**config.mk**
```make
export PLATFORM = sky130hd
export DESIGN_NAME = div_unit
export DESIGN_NICKNAME = d
export VERILOG_FILES = /design/src/rtl/div_pkg.sv /design/src/rtl/div_step.sv /design/src/rtl/div_unit.sv
export SDC_FILE = /design/constraint.sdc
export NUM_CORES = 1
export LEC_CHECK = 0
export CORE_ASPECT_RATIO = 0.9
export CORE_UTILIZATION = 56
export CTS_CLUSTER_SIZE = 40
export DETAILED_ROUTE_END_ITERATION = 6
export PLACE_DENSITY = 0.81
export SETUP_SLACK_MARGIN = 0.02
export SLEW_MARGIN = 20
export SYNTH_ARGS = -nofsm -noshare
export SYNTH_HDL_FRONTEND = slang
export SYNTH_HIERARCHICAL = 1
export SYNTH_SLANG_ARGS = --single-unit
```
**constraint.sdc**
```tcl
create_clock -name clk_i -period 4.4 [get_ports clk_i]
set_clock_uncertainty 0.2 [all_clocks]
set_input_delay 0.44 -clock clk_i [delete_from_list [all_inputs] [get_ports clk_i]]
set_output_delay 0.44 -clock clk_i [all_outputs]
set_load 0.03 [all_outputs]
```
**src/rtl/div_pkg.sv**
```systemverilog
// Shared definitions for the iterative restoring divider.
package div_pkg;

    localparam int unsigned DIV_WIDTH = 32;

    localparam logic [DIV_WIDTH-1:0] DIV0_QUOTIENT = '1;

    typedef enum logic [1:0] {
        StIdle = 2'd0,
        StRun  = 2'd1,
        StDone = 2'd2
    } div_state_e;

endpackage

```
**src/rtl/div_step.sv**
```systemverilog
// One combinational restoring-division step on the {rem, quo} shift pair.
module div_step #(
    parameter int unsigned WIDTH = 32
) (
    input  logic [WIDTH-1:0] rem_i,
    input  logic [WIDTH-1:0] quo_i,
    input  logic [WIDTH-1:0] divisor_i,
    output logic [WIDTH-1:0] rem_o,
    output logic [WIDTH-1:0] quo_o
);

    logic [WIDTH:0] rem_shifted;
    logic [WIDTH:0] trial;

    // The shifted remainder can exceed WIDTH bits, so the trial runs one bit wider.
    assign rem_shifted = {rem_i, quo_i[WIDTH-1]};
    assign trial       = rem_shifted - {1'b0, divisor_i};

    always_comb begin
        if (!trial[WIDTH]) begin
            rem_o = trial[WIDTH-1:0];
            quo_o = {quo_i[WIDTH-2:0], 1'b1};
        end else begin
            rem_o = rem_shifted[WIDTH-1:0];
            quo_o = {quo_i[WIDTH-2:0], 1'b0};
        end
    end

endmodule

```
**src/rtl/div_unit.sv**
```systemverilog
// Iterative restoring divider, one quotient bit per clock, start/busy/done handshake.
// Define DIV_SIGNED_EN for two's-complement operands (truncating division).
module div_unit
    import div_pkg::*;
#(
    parameter int unsigned WIDTH = DIV_WIDTH
) (
    input  logic             clk_i,
    input  logic             rst_i,
    input  logic             start_i,
    input  logic [WIDTH-1:0] dividend_i,
    input  logic [WIDTH-1:0] divisor_i,
    output logic             busy_o,
    output logic             done_o,
    output logic [WIDTH-1:0] quotient_o,
    output logic [WIDTH-1:0] remainder_o,
    output logic             div0_o
);

    localparam int unsigned CNT_W = $clog2(WIDTH) + 1;

    div_state_e       state_q, state_d;
    logic [CNT_W-1:0] cnt_q, cnt_d;
    logic [WIDTH-1:0] rem_q, rem_d;
    logic [WIDTH-1:0] quo_q, quo_d;
    logic [WIDTH-1:0] dsr_q, dsr_d;
    logic [WIDTH-1:0] quot_q, quot_d;
    logic [WIDTH-1:0] rmd_q, rmd_d;
    logic             div0_q, div0_d;

    logic [WIDTH-1:0] step_rem, step_quo;
    logic [WIDTH-1:0] dvd_mag, dsr_mag;
    logic [WIDTH-1:0] quot_fix, rmd_fix;
    logic             accept;

    assign accept = start_i && (state_q == StIdle || state_q == StDone);

`ifdef DIV_SIGNED_EN
    logic neg_quot_q, neg_rmd_q;

    assign dvd_mag  = dividend_i[WIDTH-1] ? -dividend_i : dividend_i;
    assign dsr_mag  = divisor_i[WIDTH-1]  ? -divisor_i  : divisor_i;
    assign quot_fix = neg_quot_q ? -step_quo : step_quo;
    assign rmd_fix  = neg_rmd_q  ? -step_rem : step_rem;

    always_ff @(posedge clk_i or negedge rst_i) begin
        if (!rst_i) begin
            neg_quot_q <= 1'b0;
            neg_rmd_q  <= 1'b0;
        end else if (accept) begin
            neg_quot_q <= dividend_i[WIDTH-1] ^ divisor_i[WIDTH-1];
            neg_rmd_q  <= dividend_i[WIDTH-1];
        end
    end
`else
    assign dvd_mag  = dividend_i;
    assign dsr_mag  = divisor_i;
    assign quot_fix = step_quo;
    assign rmd_fix  = step_rem;
`endif

    div_step #(
        .WIDTH (WIDTH)
    ) u_step (
        .rem_i     (rem_q),
        .quo_i     (quo_q),
        .divisor_i (dsr_q),
        .rem_o     (step_rem),
        .quo_o     (step_quo)
    );

    always_comb begin
        state_d = state_q;
        cnt_d   = cnt_q;
        rem_d   = rem_q;
        quo_d   = quo_q;
        dsr_d   = dsr_q;
        quot_d  = quot_q;
        rmd_d   = rmd_q;
        div0_d  = div0_q;
        unique case (state_q)
            StIdle, StDone: begin
                state_d = StIdle;
                if (accept) begin
                    if (divisor_i == '0) begin
                        state_d = StDone;
                        quot_d  = {WIDTH{1'b1}};
                        rmd_d   = dividend_i;
                        div0_d  = 1'b1;
                    end else begin
                        state_d = StRun;
                        cnt_d   = '0;
                        rem_d   = '0;
                        quo_d   = dvd_mag;
                        dsr_d   = dsr_mag;
                    end
                end
            end
            StRun: begin
                rem_d = step_rem;
                quo_d = step_quo;
                cnt_d = cnt_q + CNT_W'(1);
                // This edge performs the final (WIDTH-th) step.
                if (cnt_q == CNT_W'(WIDTH - 1)) begin
                    state_d = StDone;
                    quot_d  = quot_fix;
                    rmd_d   = rmd_fix;
                    div0_d  = 1'b0;
                end
            end
            default: state_d = StIdle;
        endcase
    end

    always_ff @(posedge clk_i or negedge rst_i) begin
        if (!rst_i) begin
            state_q <= StIdle;
            cnt_q   <= '0;
            rem_q   <= '0;
            quo_q   <= '0;
            dsr_q   <= '0;
            quot_q  <= '0;
            rmd_q   <= '0;
            div0_q  <= 1'b0;
        end else begin
            state_q <= state_d;
            cnt_q   <= cnt_d;
            rem_q   <= rem_d;
            quo_q   <= quo_d;
            dsr_q   <= dsr_d;
            quot_q  <= quot_d;
            rmd_q   <= rmd_d;
            div0_q  <= div0_d;
        end
    end

    assign busy_o      = (state_q == StRun);
    assign done_o      = (state_q == StDone);
    assign quotient_o  = quot_q;
    assign remainder_o = rmd_q;
    assign div0_o      = div0_q;

endmodule

```
# Word level (Yosys, flattened, before mapping)
# Index checks and enable logic that the tools add are counted.
# word_totals
output_inout_bits	67
register_bits	169
inputBits	67
# classes
bitwise	1
n_addsub	2
eq_ne	7
reduce_logical	9
mux	27
# ops
operator	count
$mux W32	11
$pmux W32 S2	4
$sub A33 B32 Y33	1
$logic_not A32 Y1	1
$mux W6	2
$pmux W6 S2	1
$add A6 B1 Y6 const B	1
$eq A6 B5 Y1 const B	1
$mux W2	3
$ne A2 B2 Y1 const B	3
$reduce_and A3 Y1	2
$mux W1	4
$pmux W2 S2	1
$reduce_and A4 Y1	1
$eq A2 B1 Y1 const B	1
$eq A2 B2 Y1 const B	1
$logic_not A2 Y1	1
$ne A2 B1 Y1 const B	1
$pmux W1 S2	1
$reduce_bool A2 Y1	1
$reduce_or A2 Y1	1
$logic_and A1 B1 Y1	1
$logic_or A1 B1 Y1	1
$not A1 Y1	1

# Depth between registers and ports, before layout
# depth
word_depth	5
ltp_mapped	18
depth_no_buf	16

# Cells and area by module
# Netlist, hierarchy kept.
# by_module_without_submodules
module	cells_per_inst	area_per_inst_um2	n_inst
div_unit	743	7608.5	1
div_step	336	2591.2	1

# Least setup slack after synthesis
# OpenSTA, ideal clock, no wires.
# synth_timing
path_type	register -> register
from	register quo_q[31]
to	register rmd_q[30] (netlist: remainder_o[30])
required_time_ps	4068
arrival_ps	3503
path_stages_with_launch	19
setup_time_ps	132
period_less_slack_ps	3835
setup_slack_ps	565
cell_sequence	dfrtp_1 inv_1 ha_1 fa_1 and2b_1 o2111ai_2 a21oi_2 o2111ai_1 a211oi_2 nor2_4 mux2i_4 and2_4 buf_12 inv_8 buf_12 mux2_4 and2_1 a211oi_1 a22oi_1
# synth_between
elab_chain_len	4
# synth_lines
item	line	rtl
start, declared	div_unit.sv:25	logic [WIDTH-1:0] quo_q, quo_d;
start signal, assigned	div_unit.sv:129	quo_q <= quo_d;
$sub A33 B32 Y33	div_step.sv:17	assign trial = rem_shifted - {1'b0, divisor_i};
$mux W32	div_step.sv:20	if (!trial[WIDTH]) begin
via rmd_fix[30]	div_unit.sv:33	logic [WIDTH-1:0] quot_fix, rmd_fix;
$mux W32	div_unit.sv:104	if (cnt_q == CNT_W'(WIDTH - 1)) begin
$pmux W32 S2	div_unit.sv:81	unique case (state_q)
end signal, assigned	div_unit.sv:132	rmd_q <= rmd_d;
end, declared	div_unit.sv:28	logic [WIDTH-1:0] rmd_q, rmd_d;
# The timed path passes the listed nets, and every way through them passes these cells. The select of a mux whose other input is x is not followed.
# A chain may end at the register's enable or synchronous reset.

# Final worst setup path
# layout_timing
from	register quo_q[31]
to	register rmd_q[21] (netlist: remainder_o[21])
# The elaborated chain is that of the path after synthesis.

==> flow_summary_export.csv <==
group,metric,value,unit
run_status,status,"complete, no violations",
cells_and_area,layout.nets,1246,
global_routing,grt_pass1_vias,8283,
sta,fmax,242,MHz
min_path,min_path_cells,1,
power_and_ir_drop,power_density,1040,nW/um^2
worst_setup_path,worst-r2r-cell-count,16,
synth,syn_avg_cell_area,9.45,um^2
cells_and_area,n_fill_cell,1445,
min_path,hold_class,"reg -> reg",
power_and_ir_drop,irDropWorstVdd,0.666,mV
route,drc,0,
clock_tree,cts_buffers,17,
route,drtIter0Drc,873,
clock_tree,insertion_delay,0.44,ns
worst_setup_path,crit_arrival,4.23,ns
route,drt-vias-per-instance,6.21,
floorplan,core_region_area,17700,um^2
job,max_cap_viol_count,0,
synth,yosysWarnings,6,
sta,slew_headroom,29.2,%
synth,syn_nets,1180,
floorplan,die_height,130,um
clock_tree,ctsHtreeMaxLevel,4,
synth,ys_seq_area_share,41.5,%
clock_tree,clk_pin_slew,0.07,ns
placed_design,gp_congestion,0.907,
route,first_pass_iters,5,
clock_tree,cts_sinks,169,
floorplan,rows,46,
global_routing,grt_first_pass_wirelength,44600,um
floorplan,die_area,18800,um^2
clock_tree,root_buffer,"clkbuf_16",
route,avgRoutedWirePerCell,19.9,um
global_routing,antenna_found_initial,0,
floorplan,floorplan.initialDensity,57.5,%
global_routing,grt_max_degree,110,
cells_and_area,utilization,67.5,%
sta,finalCriticalPeriod,4.14,ns
synth,synth_area,10200,um^2
synth,synth_edf_count,0,
worst_setup_path,critPathKind,"reg -> reg",
route,detail-route-antenna-nets,0,
route,via_count,8682,
power_and_ir_drop,p_leak,5.01,nW
sta,finalHoldViolCount,0,
cells_and_area,area.growth.synth_to_final,17.4,%
synth,ys_seq_elements,169,
worst_setup_path,worstSetupStartpointType,"flop",
synth,dominantRegCellSynth,"dfrtp_1",
synth,postSynth.asyncResetShare,100,%
sta,max_slew.worst_pin.slew,1.06,ns
cells_and_area,layout-drive-gt1-share,12.9,%
clock_tree,cts_max_path_buffers,2,
floorplan,ios,134,
cells_and_area,final_common_cell,"dfrtp_1",
sta,fin_crit_sh,94.1,%
clock_tree,cts_tree,"yes",
synth,ys_types,76,
cells_and_area,layout_common_cells,"dfrtp_1 (169), nor2_1 (137), clkdlybuf4s50_1 (132), a21oi_1 (92), a211oi_1 (65)",
worst_setup_path,worstPathMaxFanout,25,
global_routing,track_usage,31.3,%
sta,setup_tns,0,ns
placed_design,io_buffers,133,
floorplan,dieWidth,144,um
worst_setup_path,required,4.49,ns
global_routing,grt_overflow,0,
placed_design,dp_hpwl,19300,um
sta,rsz0062_at_grt,"no",
sta,setup_viol,0,
worst_setup_path,crit_path_end_kind,"flop",
synth,synthCells,1079,
cells_and_area,num_antenna_cells,0,
route,totalWireLength,27800,um
sta,maxSlewViolCount,0,
==> worst max-delay path, stage by stage, from the launching register on <==
cell       delay, ns
dfrtp_1         0.38
inv_1           0.05
ha_1            0.20
fa_1            0.40
and2b_1         0.25
o2111ai_2       0.13
a21oi_2         0.25
o2111ai_1       0.20
a211oi_2        0.31
nor2_4          0.11
mux2i_4         0.21
and2_4          0.27
clkinv_8        0.20
mux2_4          0.34
and2_1          0.15
a211oi_1        0.21
a22oi_1         0.13
==> area by class of cell <==
cell class              count  area, um^2  area share (%)
clock buffers              18         439            3.67
repair buffers            155        1530            12.8
flip-flops and latches    169        4230            35.3
multi-input cells         764        5180            43.3
inverters                  38         155            1.30
well taps                 240         300            2.51
clock inverters            13         139            1.16
==> through the flow <==
stage / hold slack (ns) / instance area (um^2) / power [mW] / setup WS (ns) / std cells
floorplan: -0.0556 / 10200 / 9.28 / 0.565 / 1079
global placement: 0.278 / 11400 / 10.6 / 0.427 / 1362
finish: 0.300 / 12000 / 12.5 / 0.261 / 1397
CTS: 0.306 / 11900 / 12.4 / 0.202 / 1394
global route: 0.321 / 12000 / 13.3 / 0.0184 / 1397
detailed placement: 0.288 / 11400 / 10.8 / 0.219 / 1362
==> layer usage <==
metal | track usage, % | routed length, um
met4 | 16.0 | 1260
met1 | 42.4 | 11800
met5 | 0 | 0
met2 | 48.8 | 12800
met3 | 5.14 | 1920
==> what timing repair did <==
item / 4_1_cts / 5_1_grt
hold buffers: 1 / 0
buffers inserted: 0 / 3
gates resized for setup: 0 / 1
hold endpoints to repair: 11 / 0
setup endpoints to repair: 0 / 23
==> cell usage after synthesis, types with 3 or more instances <==
library cell | count | share of area [%]
a311oi_1 | 3 | 0.26
o21a_1 | 7 | 0.52
inv_1 | 37 | 1.4
nor2b_1 | 6 | 0.37
a31oi_1 | 6 | 0.37
buf_12 | 3 | 0.59
and3_1 | 7 | 0.43
mux2_2 | 34 | 3.8
a31o_1 | 10 | 0.86
buf_2 | 25 | 1.2
o21ai_0 | 24 | 1.2
mux2_4 | 19 | 2.8
o31ai_1 | 4 | 0.29
a22oi_1 | 29 | 2.1
and2_1 | 31 | 1.9
nand4_1 | 7 | 0.43
clkbuf_1 | 34 | 1.3
nor2_1 | 137 | 5.0
buf_4 | 40 | 2.9
a21oi_1 | 92 | 4.5
nand3_1 | 17 | 0.83
nand2_1 | 30 | 1.1
a211oi_1 | 65 | 4.8
dfrtp_1 | 169 | 41
o21bai_1 | 4 | 0.29
a21o_1 | 17 | 1.3
xor2_1 | 14 | 1.2
o2111ai_1 | 4 | 0.34
ha_1 | 33 | 4.0
nor4_1 | 10 | 0.61
nor3_1 | 39 | 1.9
nand2b_1 | 35 | 2.1
a31o_2 | 21 | 1.8
and4_1 | 4 | 0.34
xnor2_1 | 13 | 1.1
==> registers in the layout, indices dropped and copies added, names as in the netlist <==
signal / cells
remainder_o: 32
quotient_o: 32
dsr_q: 32
cnt_q: 6
rem_q: 32
state_q: 2
div0_o: 1
quo_q: 32
==> power by group <==
part | internal, mW | switching [mW]
sequential | 2.38 | 0.607
clock | 0.808 | 0.679
combinational | 3.81 | 4.22
total | 7.00 | 5.51
==> logic make-up after synthesis <==
| group | after synthesis | share of synthesized area [%] |
|---|---|---|
| flip-flops | 169 | 41.5 |
| XOR/XNOR | 27 | 2.32 |
| adder cells (fa/ha/maj) | 34 | 4.24 |
| multiplexers | 57 | 7.09 |
| AND/OR/NAND/NOR | 339 | 16.4 |
| buffers and inverters | 146 | 7.99 |
| AO/OA/AOI/OAI | 307 | 20.5 |
==> worst paths after layout <==
check / from / endpoint / slack [ns]
max in group asynchronous: rst_i / rem_q[21] / 2.65
setup reg to reg: quo_q[31] / remainder_o[21] / 0.26
hold reg to reg: dsr_q[4] / dsr_q[4] / 0.30
hold / removal: dsr_q[4] / dsr_q[4] / 0.30
min in group asynchronous: rst_i / dsr_q[1] / 0.50
setup / recovery: quo_q[31] / remainder_o[21] / 0.26
No activity file was read; power rests on OpenSTA's default activity.
